## config.mk

```make
export PLATFORM = sky130hd
export DESIGN_NAME = fetch_prefetch_unit
export DESIGN_NICKNAME = d
export VERILOG_FILES = /design/src/rtl/fetch_prefetch_unit_pkg.sv /design/src/rtl/fetch_prefetch_unit_fifo.sv /design/src/rtl/fetch_prefetch_unit.sv
export SDC_FILE = /design/constraint.sdc
export NUM_CORES = 1
export LEC_CHECK = 0
export CAP_MARGIN = 0
export CORE_UTILIZATION = 58
export CTS_BUF_LIST = sky130_fd_sc_hd__clkbuf_2 sky130_fd_sc_hd__clkbuf_4 sky130_fd_sc_hd__clkbuf_8
export CTS_CLUSTER_DIAMETER = 100
export DETAILED_ROUTE_END_ITERATION = 16
export GPL_TIMING_DRIVEN = 0
export HOLD_SLACK_MARGIN = 0.08
export PLACE_DENSITY = 0.82
export SYNTH_ARGS = -nofsm -noshare
export SYNTH_HDL_FRONTEND = slang
export SYNTH_SLANG_ARGS = --single-unit
```

## constraint.sdc

```tcl
create_clock -name i_clk -period 4.71 [get_ports i_clk]
set_input_delay 0.942 -clock i_clk [delete_from_list [all_inputs] [get_ports i_clk]]
set_output_delay 0.942 -clock i_clk [all_outputs]
set_load 0.02 [all_outputs]
```

## src/rtl/fetch_prefetch_unit_pkg.sv

```systemverilog
// Shared constants for the instruction prefetcher: RV32I NOP encoding, default reset PC and
// the base instruction width.
package fetch_prefetch_unit_pkg;

   localparam int unsigned INST_W           = 32;
   localparam logic [31:0] RV32I_NOP        = 32'h0000_0013;
   localparam logic [31:0] PC_RESET_DEFAULT = 32'h0000_0000;

endpackage

```

## src/rtl/fetch_prefetch_unit_fifo.sv

```systemverilog
// Synchronous first-word-fall-through FIFO with synchronous clear; holds {pc, inst} pairs.
module fetch_prefetch_unit_fifo
   import fetch_prefetch_unit_pkg::*;
#(
   parameter int unsigned WIDTH = 2 * INST_W,
   parameter int unsigned DEPTH = 4
) (
   input  logic                       i_clk,
   input  logic                       i_rst,
   input  logic                       i_clear,
   input  logic                       i_push,
   input  logic [WIDTH-1:0]           i_data,
   input  logic                       i_pop,
   output logic [WIDTH-1:0]           o_data,
   output logic                       o_full,
   output logic                       o_empty,
   output logic [$clog2(DEPTH+1)-1:0] o_count
);

   localparam int unsigned AW = $clog2(DEPTH);
   localparam int unsigned CW = $clog2(DEPTH + 1);

   logic [WIDTH-1:0] r_mem [DEPTH];
   logic [AW-1:0]    r_wptr;
   logic [AW-1:0]    r_rptr;
   logic [CW-1:0]    r_count;
   logic             w_do_push;
   logic             w_do_pop;

   assign o_full    = (r_count == CW'(DEPTH));
   assign o_empty   = (r_count == '0);
   assign o_count   = r_count;
   assign o_data    = r_mem[r_rptr];
   // A push into a full queue is only legal when the head leaves in the same cycle.
   assign w_do_push = i_push && !i_clear && (!o_full || i_pop);
   assign w_do_pop  = i_pop && !o_empty && !i_clear;

   always_ff @(posedge i_clk) begin
      if (i_rst || i_clear) begin
         r_wptr  <= '0;
         r_rptr  <= '0;
         r_count <= '0;
      end else begin
         if (w_do_push) begin
            r_wptr <= r_wptr + AW'(1);
         end
         if (w_do_pop) begin
            r_rptr <= r_rptr + AW'(1);
         end
         r_count <= r_count + CW'(w_do_push) - CW'(w_do_pop);
      end
   end

   always_ff @(posedge i_clk) begin
      if (w_do_push && !i_rst) begin
         r_mem[r_wptr] <= i_data;
      end
   end

endmodule

```

## src/rtl/fetch_prefetch_unit.sv

```systemverilog
// Instruction prefetcher: pipelined program-memory requests with credit-limited issue, an
// FWFT queue towards decode, and redirect handling that drops stale in-flight responses.
module fetch_prefetch_unit
   import fetch_prefetch_unit_pkg::*;
#(
   parameter int unsigned    XLEN            = INST_W,
   parameter int unsigned    DEPTH           = 4,
   parameter int unsigned    MAX_OUTSTANDING = 2,
   parameter logic [XLEN-1:0] PC_RESET       = XLEN'(PC_RESET_DEFAULT)
) (
   input  logic            i_clk,
   input  logic            i_rst,
   input  logic            i_branch_sig,
   input  logic [XLEN-1:0] i_branch_pc,
   input  logic            i_stall,
   output logic            o_mem_req,
   output logic [XLEN-1:0] o_mem_addr,
   input  logic            i_mem_gnt,
   input  logic            i_mem_ack,
   input  logic [XLEN-1:0] i_mem_data,
   output logic            o_valid,
   output logic [XLEN-1:0] o_inst,
   output logic [XLEN-1:0] o_pc
);

   localparam int unsigned CW = $clog2(DEPTH + 1);
   localparam int unsigned SW = CW + 1;

   logic [XLEN-1:0]   r_fetch_pc;
   logic [XLEN-1:0]   r_resp_pc;
   logic [CW-1:0]     r_out;
   logic [CW-1:0]     r_drop;

   logic [CW-1:0]     w_count;
   logic              w_full;
   logic              w_empty;
   logic [2*XLEN-1:0] w_head;
   logic [SW-1:0]     w_inflight;
   logic [SW-1:0]     w_credit_used;
   logic              w_issue;
   logic              w_ack_any;
   logic              w_ack_drop;
   logic              w_ack_keep;
   logic              w_push;
   logic              w_pop;
   logic [XLEN-1:0]   w_target;
   logic              w_unused_pc_lsbs;

   assign w_inflight    = SW'(r_out) + SW'(r_drop);
   assign w_credit_used = SW'(w_count) + SW'(r_out);
   assign o_mem_req     = !i_rst && !i_branch_sig
                          && (w_inflight < SW'(MAX_OUTSTANDING))
                          && (w_credit_used < SW'(DEPTH));
   assign o_mem_addr    = r_fetch_pc;
   assign w_issue       = o_mem_req && i_mem_gnt;

   // Dropped responses are always the oldest ones, so they are consumed before live ones.
   assign w_ack_any     = i_mem_ack && (w_inflight != '0);
   assign w_ack_drop    = w_ack_any && (r_drop != '0);
   assign w_ack_keep    = w_ack_any && (r_drop == '0);
   assign w_push        = w_ack_keep && !i_branch_sig;
   assign w_pop         = !w_empty && !i_stall;

   assign w_target         = {i_branch_pc[XLEN-1:2], 2'b00};
   assign w_unused_pc_lsbs = ^i_branch_pc[1:0];

   always_ff @(posedge i_clk) begin
      if (i_rst) begin
         r_fetch_pc <= PC_RESET;
         r_resp_pc  <= PC_RESET;
         r_out      <= '0;
         r_drop     <= '0;
      end else if (i_branch_sig) begin
         r_fetch_pc <= w_target;
         r_resp_pc  <= w_target;
         r_out      <= '0;
         // Everything still in flight after this cycle's ack becomes stale.
         r_drop     <= r_drop + r_out - CW'(w_ack_any);
      end else begin
         if (w_issue) begin
            r_fetch_pc <= r_fetch_pc + XLEN'(4);
         end
         if (w_push) begin
            r_resp_pc <= r_resp_pc + XLEN'(4);
         end
         r_out  <= r_out + CW'(w_issue) - CW'(w_ack_keep);
         r_drop <= r_drop - CW'(w_ack_drop);
      end
   end

   fetch_prefetch_unit_fifo #(
      .WIDTH (2 * XLEN),
      .DEPTH (DEPTH)
   ) u_fifo (
      .i_clk   (i_clk),
      .i_rst   (i_rst),
      .i_clear (i_branch_sig),
      .i_push  (w_push),
      .i_data  ({r_resp_pc, i_mem_data}),
      .i_pop   (w_pop),
      .o_data  (w_head),
      .o_full  (w_full),
      .o_empty (w_empty),
      .o_count (w_count)
   );

   assign o_valid = !w_empty;
   assign o_inst  = o_valid ? w_head[XLEN-1:0] : XLEN'(RV32I_NOP);
   assign o_pc    = o_valid ? w_head[2*XLEN-1:XLEN] : '0;

   a_ack_has_owner: assert property (@(posedge i_clk) disable iff (i_rst)
      !(i_mem_ack && (w_inflight == '0)));
   a_no_overflow: assert property (@(posedge i_clk) disable iff (i_rst)
      !(w_push && w_full && !w_pop));
   a_counters_bounded: assert property (@(posedge i_clk) disable iff (i_rst)
      (SW'(w_count) <= SW'(DEPTH)) && (SW'(r_out) <= SW'(DEPTH))
      && (SW'(r_drop) <= SW'(DEPTH)));

endmodule

```

==> results.yml <==
setup_path:
  worstPathMaxFanout: 5
  crit_path_end_kind: "primary output"
  crit_top_cell: "inv_1"
  arrival_ps: 3510
  worstPathRequired_ps: 3770
  cp_slowest_cell: "clkdlybuf4s50_1"
  crit_chain: "ha_1, inv_1, fa_1, or4bb_1, o41ai_2, nand4_1, inv_1, clkdlybuf4s50_1"
  worst-path-buf-inv: 3
  crit_path_start_kind: "flip-flop"
  crit_family: "buffers and inverters"
  worst_path_largest_cell_delay_ps: 610
  crit_type: "reg -> out"
  crit_start: "r_drop[0]"
  r2r_start: "r_drop[0]"
logic_synthesis:
  postSynthCellCount: 991
  synth_common_cells: "248 x edfxtp_1, 75 x dfxtp_1, 66 x nor2b_1, 62 x mux4_2, 48 x nor2_1"
  syn_area_um2: 14100
  ys_ff_latch: 323
  yosys.area.top_type_share_pct: 52.9
  yosys_warnings: 0
  yosys.area.top_type: "edfxtp_1"
  seq_area_frac_synth_pct: 63.6
  synth_most_common_cell: "edfxtp_1"
  synth_ff_type: "edfxtp_1"
  syn_avg_cell_area_um2: 14.2
  synthTopCellsByArea: "edfxtp_1 53%, dfxtp_1 11%, mux4_2 9.9%"
  ys_async_sr_fraction_pct: 0
  synth-edff-count: 248
  ys_types: 68
clocking:
  htreeDepth: 2
  clockBufferDepth: 3
  cts_hold_buffers: 0
  clk_latency_ps: 560
  cts-root-buf: "clkbuf_8"
  cts_tree: "done"
  clock_sinks: 323
  path_clk_slew_ps: 70
  cts_buffers: 49
power_and_ir_drop:
  leakagePower_uw: 0.00546
  vdd_ir_drop_max_uv: 190
  finalPower_uw: 6830
  power_density_nw_per_um2: 398
route:
  route.detailed.drc: 0
  wl_per_cell_um: 20.9
  wl_um: 32800
  final_antenna_net_count: 0
  drt-initial-drc-count: 625
  routed_via_density: 6.09
  firstDrtPassIters: 6
  via_count: 9556
placed_design:
  io_buffer_count: 160
  dp_hpwl_um: 21900
  dp_slack_ps: 212
  gp_congestion: 0.987
sta:
  fin_worst_skew_ps: 13.7
  rsz0062_at_grt: "no"
  tightest_slew_ps: 1170
  period_share_pct: 94.6
  layout_setup_ws_ps: 254
  fmax_ghz: 0.224
  hold_viol: 0
  finalCriticalPeriod_ps: 4460
  setup_viol: 0
  slew_violations: 0
  max_slew_margin_pct: 21.2
floorplan:
  die_area_um2: 24900
  die_h_um: 158
  num_rows: 56
  die_x_um: 158
  core_region_area_um2: 23600
  ioPinCount: 168
  start_util_pct: 59.6
min_path:
  hold_class: "reg -> reg"
  min_from: "u_fifo.r_wptr[1]"
outcome:
  status: "finished clean"
finish:
  diodes: 0
  n_fill_cell: 1546
  fin_util_pct: 72.7
  layout-drive-gt1-share_pct: 13.3
  final_net_count: 1303
  areaGrowthSynthToFinish_pct: 21.8
global_routing:
  antenna_found_initial: 0
  grt.total_usage_pct: 27.0
  first_global_vias: 9434
  grt_overflow_total: 0
  grt_first_pass_wirelength_um: 50500
  grt_max_degree: 63
flow_run:
  cap_violations: 0
==> sequential cells by signal (all words and copies together) (netlist names), named ones only <==
register and flops:
u_fifo.o_count 3, u_fifo.r_mem 248, u_fifo.r_wptr 2, r_resp_pc 30
r_drop 3, r_out 3, u_fifo.r_rptr 2, o_mem_addr 30
==> cell usage in the layout, fill, tap and decap left out, types with 7 or more instances in the layout <==
| cell type | n |
|---|---|
| edfxtp_1 | 248 |
| clkdlybuf4s50_1 | 160 |
| dfxtp_1 | 75 |
| nor2b_1 | 66 |
| mux4_2 | 62 |
| clkbuf_8 | 51 |
| nor2_1 | 48 |
| clkbuf_1 | 42 |
| nand2_1 | 42 |
| nor3_1 | 33 |
| inv_1 | 31 |
| a21oi_1 | 30 |
| nand4_1 | 27 |
| nand3_1 | 26 |
| xnor2_1 | 23 |
| a211oi_1 | 20 |
| ha_1 | 20 |
| clkinv_1 | 18 |
| nor4_1 | 17 |
| clkbuf_4 | 13 |
| and4_1 | 12 |
| buf_1 | 11 |
| nand2b_1 | 10 |
| o21ai_0 | 10 |
| and3_1 | 9 |
| or4_1 | 9 |
| and2_1 | 8 |
| o31a_1 | 7 |
==> metal layers <==
metal / part of all wire [%] / up-vias / track usage (%)
li1: - / 4306 / -
met5: 0 / - / 0
met4: 3.5 / 0 / 11.6
met2: 47 / 552 / 43.0
met1: 40 / 4604 / 36.3
met3: 9.6 / 94 / 5.39
==> area by class of cell <==
class	count	area [um^2]	share of cell area (%)
Sequential cell	323	8950	52.2
Multi-Input combinational cell	581	4800	28.0
Timing Repair Buffer	164	1700	9.88
Clock buffer	64	800	4.66
Tap cell	319	399	2.33
Buffer	59	245	1.43
Clock inverter	27	148	0.861
Inverter	31	116	0.678
==> worst min-delay path: cells and delay by family (launching register included) <==
family	cells	cell delay [ps]
DFF	1	340
and+or+nand+nor	1	70
AOI/OAI and AO/OA	1	70
==> worst paths after layout <==
kind,cells after the start,to,slack (ps)
setup / recovery,8,o_mem_req,250
hold / removal,2,u_fifo.r_wptr[1],540
setup reg to reg,16,r_out[2],430
hold reg to reg,2,u_fifo.r_wptr[1],540
==> what timing repair did <==
action | in CTS | in global routing
endpoints found under the setup margin | 0 | 1
setup buffers | 0 | 0
resized for setup | 0 | 1
==> where the power goes <==
group	switching, uW	total (uW)	internal (uW)
Combinational	757	1290	535
Clock	1040	2200	1170
Sequential	128	3330	3200
==> metrics by stage <==
step           hold WS [ps]  TNS [ps]  area (um^2)  std cells
2_1_floorplan           473         0        14100        994
3_3_place_gp            496   -183290        16100       1473
3_5_place_dp            527         0        16200       1477
4_1_cts                 536         0        17100       1568
5_1_grt                 559         0        17200       1568
6_report                537         0        17200       1568
==> cell families (layout without fill, tap and decap cells) <==
logic type,after synthesis,count (layout),share of synthesized area [%]
buffers and inverters,90,345,2.57
other,1,4,0.0266
adder cells (fa/ha/maj),24,24,2.35
AND/OR/NAND/NOR,339,339,13.6
XOR/XNOR,28,28,1.74
flip-flops,323,323,63.6
AO/OA/AOI/OAI,121,121,6.03
multiplexers,65,65,10.1
Power figures use the tool's default switching activity.
